[src/rtl/simple_uart_tx.sv]
// Memory-mapped UART transmitter: register bus, byte FIFO and 8N1 serializer.
// One start bit, eight data bits LSB first, one stop bit, DIV clocks per bit.
module simple_uart_tx #(
    parameter int unsigned FifoDepth  = 8,
    parameter int unsigned DefaultDiv = 16
) (
    input  logic        clk_i,
    input  logic        rst_ni,
    input  logic        req_i,
    input  logic        we_i,
    input  logic [3:0]  be_i,
    input  logic [31:0] addr_i,
    input  logic [31:0] wdata_i,
    output logic        rvalid_o,
    output logic [31:0] rdata_o,
    output logic        err_o,
    output logic        tx_o,
    output logic        irq_o
);

    localparam int unsigned AW = (FifoDepth > 1) ? $clog2(FifoDepth) : 1;
    localparam int unsigned LW = AW + 1;

    typedef enum logic [1:0] {
        IDLE  = 2'd0,
        START = 2'd1,
        DATA  = 2'd2,
        STOP  = 2'd3
    } state_t;

    state_t state_q, state_d;

    logic [15:0]   div_q;
    logic          tx_en_q;
    logic          irq_en_q;

    logic [7:0]    mem [FifoDepth];
    logic [AW-1:0] wptr_q, rptr_q;
    logic [LW-1:0] level_q;
    logic          full, empty;
    logic          push, push_req, push_err;
    logic          load;

    logic [15:0]   cnt_q;
    logic [15:0]   divl_q;
    logic [2:0]    bit_q;
    logic [7:0]    shreg_q;
    logic          busy;

    logic          sel_tx, sel_st, sel_div, sel_ctrl;
    logic          wr, rd;
    logic [15:0]   div_wr;
    logic [31:0]   rd_val;

    logic          unused_bits;
    assign unused_bits = ^{addr_i[31:4], addr_i[1:0], wdata_i[31:16], be_i[3:2]};

    assign sel_tx   = (addr_i[3:2] == 2'd0);
    assign sel_st   = (addr_i[3:2] == 2'd1);
    assign sel_div  = (addr_i[3:2] == 2'd2);
    assign sel_ctrl = (addr_i[3:2] == 2'd3);
    assign wr       = req_i & we_i;
    assign rd       = req_i & ~we_i;

    // Full is taken before any same-cycle pop, so a push into a full FIFO is rejected.
    assign full     = (level_q == LW'(FifoDepth));
    assign empty    = (level_q == '0);
    assign push_req = wr & sel_tx & be_i[0];
    assign push     = push_req & ~full;
    assign push_err = push_req & full;

    assign div_wr = {be_i[1] ? wdata_i[15:8] : div_q[15:8],
                     be_i[0] ? wdata_i[7:0]  : div_q[7:0]};

    // Configuration registers; a zero divisor is stored as one.
    always_ff @(posedge clk_i or negedge rst_ni) begin
        if (!rst_ni) begin
            div_q    <= 16'(DefaultDiv);
            tx_en_q  <= 1'b0;
            irq_en_q <= 1'b0;
        end else begin
            if (wr && sel_div && (be_i[1] || be_i[0])) begin
                div_q <= (div_wr == 16'd0) ? 16'd1 : div_wr;
            end
            if (wr && sel_ctrl && be_i[0]) begin
                tx_en_q  <= wdata_i[0];
                irq_en_q <= wdata_i[1];
            end
        end
    end

    // FIFO storage needs no reset; validity is tracked by the level.
    always_ff @(posedge clk_i) begin
        if (push) begin
            mem[wptr_q] <= wdata_i[7:0];
        end
    end

    // FIFO pointers wrap by natural overflow since the depth is a power of two.
    always_ff @(posedge clk_i or negedge rst_ni) begin
        if (!rst_ni) begin
            wptr_q  <= '0;
            rptr_q  <= '0;
            level_q <= '0;
        end else begin
            if (push) begin
                wptr_q <= wptr_q + AW'(1);
            end
            if (load) begin
                rptr_q <= rptr_q + AW'(1);
            end
            unique case ({push, load})
                2'b10:   level_q <= level_q + LW'(1);
                2'b01:   level_q <= level_q - LW'(1);
                default: level_q <= level_q;
            endcase
        end
    end

    // FSM state register.
    always_ff @(posedge clk_i or negedge rst_ni) begin
        if (!rst_ni) begin
            state_q <= IDLE;
        end else begin
            state_q <= state_d;
        end
    end

    // Next-state logic; load pops the head and starts a new frame.
    always_comb begin
        state_d = state_q;
        load    = 1'b0;
        unique case (state_q)
            IDLE: begin
                if (tx_en_q && !empty) begin
                    load    = 1'b1;
                    state_d = START;
                end
            end
            START: begin
                if (cnt_q == 16'd0) begin
                    state_d = DATA;
                end
            end
            DATA: begin
                if (cnt_q == 16'd0 && bit_q == 3'd7) begin
                    state_d = STOP;
                end
            end
            STOP: begin
                if (cnt_q == 16'd0) begin
                    if (tx_en_q && !empty) begin
                        load    = 1'b1;
                        state_d = START;
                    end else begin
                        state_d = IDLE;
                    end
                end
            end
            default: state_d = IDLE;
        endcase
    end

    // Bit timer and shifter; the divisor is latched per frame so DIV writes
    // take effect only on the following frame.
    always_ff @(posedge clk_i or negedge rst_ni) begin
        if (!rst_ni) begin
            cnt_q   <= '0;
            divl_q  <= 16'd1;
            bit_q   <= '0;
            shreg_q <= '0;
        end else if (load) begin
            shreg_q <= mem[rptr_q];
            divl_q  <= div_q;
            cnt_q   <= div_q - 16'd1;
            bit_q   <= '0;
        end else if (state_q != IDLE) begin
            if (cnt_q == 16'd0) begin
                cnt_q <= divl_q - 16'd1;
                if (state_q == DATA) begin
                    shreg_q <= {1'b0, shreg_q[7:1]};
                    bit_q   <= bit_q + 3'd1;
                end
            end else begin
                cnt_q <= cnt_q - 16'd1;
            end
        end
    end

    // FSM outputs: line level and busy flag.
    always_comb begin
        busy = (state_q != IDLE);
        tx_o = 1'b1;
        unique case (state_q)
            START:   tx_o = 1'b0;
            DATA:    tx_o = shreg_q[0];
            default: tx_o = 1'b1;
        endcase
    end

    // Read data mux for the register map.
    always_comb begin
        rd_val = '0;
        unique case (1'b1)
            sel_st:   rd_val = {22'd0, 7'(level_q), busy, empty, full};
            sel_div:  rd_val = {16'd0, div_q};
            sel_ctrl: rd_val = {30'd0, irq_en_q, tx_en_q};
            default:  rd_val = '0;
        endcase
    end

    // Single-cycle bus response and registered interrupt.
    always_ff @(posedge clk_i or negedge rst_ni) begin
        if (!rst_ni) begin
            rvalid_o <= 1'b0;
            rdata_o  <= '0;
            err_o    <= 1'b0;
            irq_o    <= 1'b0;
        end else begin
            rvalid_o <= req_i;
            rdata_o  <= rd ? rd_val : 32'd0;
            err_o    <= push_err;
            irq_o    <= irq_en_q & empty & ~busy;
        end
    end

endmodule

[config.mk]
export PLATFORM = sky130hd
export DESIGN_NAME = simple_uart_tx
export DESIGN_NICKNAME = d
export VERILOG_FILES = /design/src/rtl/simple_uart_tx.sv
export SDC_FILE = /design/constraint.sdc
export NUM_CORES = 1
export LEC_CHECK = 0
export CORE_ASPECT_RATIO = 1.2
export CORE_UTILIZATION = 40
export CTS_BUF_LIST = sky130_fd_sc_hd__clkbuf_16
export DETAILED_ROUTE_END_ITERATION = 7
export PLACE_DENSITY = 0.59
export SETUP_SLACK_MARGIN = 0.02
export SYNTH_ARGS = -nofsm -noshare
export SYNTH_HDL_FRONTEND = slang
export SYNTH_SLANG_ARGS = --single-unit
[constraint.sdc]
create_clock -name clk_i -period 4.75 [get_ports clk_i]
set_input_delay 0.95 -clock clk_i [delete_from_list [all_inputs] [get_ports clk_i]]
set_output_delay 0.95 -clock clk_i [all_outputs]
set_load 0.05 [all_outputs]
Word-level counts from Yosys, hierarchy flattened:

Memories as Yosys holds them, arrays and structs flattened.
Cells that the tools add are included.

* word-level logic and storage cells: 98
* bits in writable memories: 64
* memories kept: 1
* register bits after elaboration: 108

* multiplexer cells: 29
* add/subtract/negate cells: 8
* bitwise logic cells: 11
* reductions and logical operators: 20
* equality and inequality tests: 14

Memories
* mem: depth 8, width 8, read ports 1, clocked after Yosys merged registers in 0, write ports 1, line 37 `logic [7:0] mem [FifoDepth];`

Operators with widths (count)
* 2-to-1 mux 16 bit: 4
* 2-to-1 mux 8 bit: 6
* case mux 16 bit (3 select lines): 1
* subtractor 16 x 1 -> 16 bit (second input constant): 3
* logical NOT 16 bit: 2
* 2-to-1 mux 32 bit: 1
* 2-to-1 mux 3 bit: 4
* == test 2 bit (second input constant): 5
* nonzero test 2 bit: 5
* adder 3 x 1 -> 3 bit (second input constant): 3
* AND 1 bit: 8
* 2-to-1 mux 2 bit: 4
* inequality test 2 bit (second input constant): 4
* case mux 2 bit (4 select lines): 1
* case mux 4 bit (2 select lines): 1
* == test 2 x 1 -> 1 bit (second input constant): 3
* logical AND 1 bit: 6
* 2-to-1 mux 1 bit: 5
* adder 4 x 1 -> 4 bit (second input constant): 1
* == test 4 bit (second input constant): 1
* logical NOT 2 bit: 2
* logical NOT 4 bit: 1
* case mux 1 bit (2 select lines): 2
* AND reduction 4 bit: 1
* other kinds (6): 8

Logic depth before layout (Yosys ltp):

* depth after elaboration: 8
* gate-level depth with buffers: 17

Worst setup path before layout:

No wires, ideal clock.

* kind: reg-to-reg
* start point: register level_q[0]
* end point: register cnt_q[8]
* arrival: 3.333 ns
* setup slack: 1.293 ns
* stages on the path, launching flop included: 16
* cells stage by stage: dfrtp_1 buf_6 o41ai_4 nor2_2 a31oi_4 inv_6 buf_6 buf_2 nand2_1 o21a_1 ha_1 inv_1 or4_1 mux2_1 xnor2_1 mux2_2

* cells in the longest elaborated chain, start to end: 7

Ends and longest elaborated chain
* start, declared: line 39 `logic [LW-1:0] level_q;`
* start signal, assigned: line 113 `2'b10: level_q <= level_q + LW'(1);`
* start signal, assigned: line 114 `2'b01: level_q <= level_q - LW'(1);`
* start signal, assigned: line 115 `default: level_q <= level_q;`
* logical NOT 4 bit *: line 67 `assign empty = (level_q == '0);`
* logical NOT 1 bit *: line 135, 152
* logical AND 1 bit *: line 135, 152
* 2-to-1 mux 1 bit *: line 135, 152
* 2-to-1 mux 1 bit: line 151 `if (cnt_q == 16'd0) begin`
* case mux 1 bit (2 select lines) *: line 133 `unique case (state_q)`
* 2-to-1 mux 16 bit or nonzero test 2 bit (tied branches)
* end signal, assigned: line 175 `cnt_q <= div_q - 16'd1;`
* end signal, assigned: line 179 `cnt_q <= divl_q - 16'd1;`
* end signal, assigned: line 185 `cnt_q <= cnt_q - 16'd1;`
* end, declared: line 44 `logic [15:0] cnt_q;`

Every way passes the cells marked *; elsewhere a longest branch is shown, timed or not.
A chain may end at the register's enable or synchronous reset.

Worst setup path in the final report:

* start point: register cnt_q[12]
* end point: register cnt_q[10]

* cells in the longest elaborated chain, start to end: 4

Ends and longest elaborated chain (line)
* logical NOT 16 bit *: 151, 178
* 2-to-1 mux 1 bit or 2-to-1 mux 16 bit (tied branches): 151, 178
* case mux 1 bit (2 select lines) or 2-to-1 mux 16 bit (tied branches): 133, 177
* 2-to-1 mux 16 bit or nonzero test 2 bit (tied branches)

Every way passes the cells marked *; elsewhere a longest branch is shown, timed or not. The select of a mux whose other input is x is not followed.

==> results.json <==
{
  "drive_above_1_share": 0.148,
  "crit_slowest_cell": "and4_1",
  "antenna_found_initial": 1,
  "port_buffers": 43,
  "final_area_mm2": 0.00863,
  "crit_family": "simple AND/OR/NAND/NOR gates",
  "drv_cap": 0,
  "wl_um": 16300,
  "ys.warnings.count": 0,
  "fmax_mhz": 244,
  "relSlewSlack": 0.468,
  "nNetsFinal": 741,
  "finalHoldViolCount": 0,
  "layoutNonFillerInstCount": 892,
  "gp_congestion": 0.825,
  "outcome": "finished, final reports clean",
  "htree_levels": 4,
  "setup_viol_count_final": 0,
  "dieWidth_um": 126,
  "endpoint_kind": "flop",
  "crit_fanout": 45,
  "dieArea_mm2": 0.0191,
  "avgRoutedWirePerCell_um": 18.3,
  "clockBufferDepth": 2,
  "hold_slack_ps": 471,
  "clk_pin_slew_ps": 70,
  "worst-setup-path-type": "flop to flop",
  "cts_hold_buf": 0,
  "num_vias": 4916,
  "clock_skew_ps": 7.43,
  "cts-root-buf": "clkbuf_16",
  "min_period_ps": 4100,
  "start_util": 0.409,
  "place_area_mm2": 0.00801,
  "slowest_delay_ps": 520,
  "slew_violations": 0,
  "setup_tns_ps": 0,
  "finalPower_mw": 4.85,
  "hpwl_um": 11300,
  "viasPerCell": 5.51,
  "synth_seq_cells": 156,
  "peakVddDrop_mv": 0.291,
  "grt_pass1_wl_um": 26900,
  "synth-seq-area-share": 0.568,
  "core_area_mm2": 0.0182,
  "power_leakage_nw": 3.37,
  "hold_path_class": "flop to flop",
  "rsz0062_at_grt": "no",
  "grt_usage": 0.186,
  "path_cells": "nor4_2 -> and4_1 -> a31oi_4 -> inv_6 -> o21a_1 -> ha_1 -> inv_1 -> or4_1 -> mux2i_1 -> o21ai_1 -> a32oi_1 -> o211ai_1",
  "diodes": 0,
  "die_h_um": 151,
  "synth_area_per_cell_um2": 12.1,
  "post-cts-setup-buffer-count": 0,
  "dr.first_iter.drc_count": 349,
  "syn_area_mm2": 0.00743,
  "powerDensity_mw_per_mm2": 563,
  "fp-row-count": 54,
  "synth_ff_type": "dfrtp_1",
  "synth_edf_count": 64,
  "grt-ovfl-total": 0,
  "critPathRequiredTime_ps": 5030,
  "cts_buffers": 17,
  "cts.sinks": 156,
  "tightestPinTransition_ps": 795,
  "postRouteAntennaNets": 0,
  "clock_latency_ps": 420,
  "arrival_ps": 4370,
  "grt_pass1_vias": 5118,
  "route.detailed.drc": 0,
  "syn_inst": 613,
  "crit_path_start_kind": "flop",
  "post-place-cells": 860,
  "synthToLayoutAreaGrowth_pct": 16.0,
  "cts_tree": "done",
  "synth_cell_types": 63,
  "period_share": 0.862,
  "grt_max_degree": 62,
  "async_reset_ff_frac": 0.590,
  "pin_count": 108,
  "cts_resized": 0,
  "dr.pass1.iters": 4,
  "worst-path-buf-inv": 2
}
metrics by stage:
step	util	setup slack, ps
detailed placement	0.441	687
global placement	0.441	757
CTS	0.475	687
finish	0.475	655
global route	0.475	439
floorplan	-	1290
area by class of cell:
| class | count | area, µm² |
|---|---|---|
| clock inverters | 15 | 195 |
| well taps | 224 | 280 |
| repair buffers | 52 | 495 |
| clock buffers | 17 | 425 |
| flip-flops and latches | 156 | 4230 |
| inverters | 11 | 46.3 |
| fillers | 1584 | 9550 |
| multi-input cells | 417 | 2960 |
synth_stat cells, drive strengths merged, types with 4 or more instances:
library cell / instances / area share
xor2: 4 / 0.0047
mux4: 16 / 0.048
xnor2: 13 / 0.015
a211oi: 9 / 0.0091
o21ai: 24 / 0.016
edfxtp: 64 / 0.26
nor2b: 12 / 0.010
ha: 13 / 0.022
nor4: 12 / 0.013
a21oi: 30 / 0.020
nand2: 78 / 0.040
buf: 29 / 0.027
nand2b: 4 / 0.0034
mux2: 23 / 0.035
nor3: 18 / 0.013
or4: 4 / 0.0040
a31oi: 4 / 0.0054
or3: 7 / 0.0059
o2111ai: 6 / 0.0079
dfrtp: 90 / 0.30
and2: 11 / 0.0093
nor2: 43 / 0.022
clkbuf: 15 / 0.0076
o31ai: 4 / 0.0040
a22oi: 8 / 0.0081
mux2i: 22 / 0.033
inv: 11 / 0.0062
cell usage in the layout (no fill, tap or decap), drive strengths merged, types with 8 or more instances in the layout:
cell | Yosys | final
ha | 13 | 13
buf | 29 | 10
conb | 1 | 16
mux2 | 23 | 23
dfrtp | 90 | 90
and2 | 11 | 11
inv | 11 | 20
a21oi | 30 | 30
mux4 | 16 | 16
clkdlybuf4s50 | 0 | 42
edfxtp | 64 | 64
nor4 | 12 | 12
mux2i | 22 | 22
xnor2 | 13 | 13
nor3 | 18 | 18
clkbuf | 15 | 17
a211oi | 9 | 9
nor2 | 43 | 43
nor2b | 12 | 12
a22oi | 8 | 8
nand2 | 78 | 78
o21ai | 24 | 24
path summary, 6_finish.rpt:
check                              endpoint  cells after the start  slack [ps]      start
worst min register to register    divl_q[0]                      2         470  divl_q[0]
max in group asynchronous          div_q[4]                      2        3190     rst_ni
worst max register to register    cnt_q[10]                     12         650  cnt_q[12]
min in group asynchronous       rdata_o[14]                      1         610     rst_ni
worst max-delay path              cnt_q[10]                     12         650  cnt_q[12]
worst min-delay path              divl_q[0]                      2         470  divl_q[0]
routing by layer:
metal	track usage	vias to the layer above	share of wire
met5	0	-	0.00080
met4	0.0711	2	0.015
met3	0.0374	16	0.051
met2	0.328	134	0.51
met1	0.224	2461	0.42
li1	-	2303	-
flip-flops by register name, summed over array words and instances, names as in the netlist, 2 cells and up:
signal,flops
shreg_q,8
divl_q,16
bit_q,3
rdata_o,16
rptr_q,3
state_q,2
level_q,4
div_q,16
mem,64
cnt_q,16
wptr_q,3
worst min-delay path: stages (launching register included):
cell and delay (ps):
dfstp_2 380, nand2_1 50, nand2_1 50
power breakdown:
group,switching (mW),total [mW],internal (mW)
Clock,0.597,1.40,0.804
Combinational,0.813,1.45,0.640
Sequential,0.335,2.00,1.67
Total,1.74,4.85,3.11
cells by family (layout without fill, tap and decap cells):
group,count (synthesis),count (layout),synth area share
AND/OR/NAND/NOR,204,204,0.133
flip-flops,156,156,0.568
AO/OA/AOI/OAI,105,105,0.0958
multiplexers,61,61,0.116
buffers and inverters,55,95,0.0412
XOR/XNOR,17,17,0.0200
adder cells (fa/ha/maj),14,14,0.0246
other,1,16,0.000504
No activity file was read; power rests on OpenSTA's default activity.
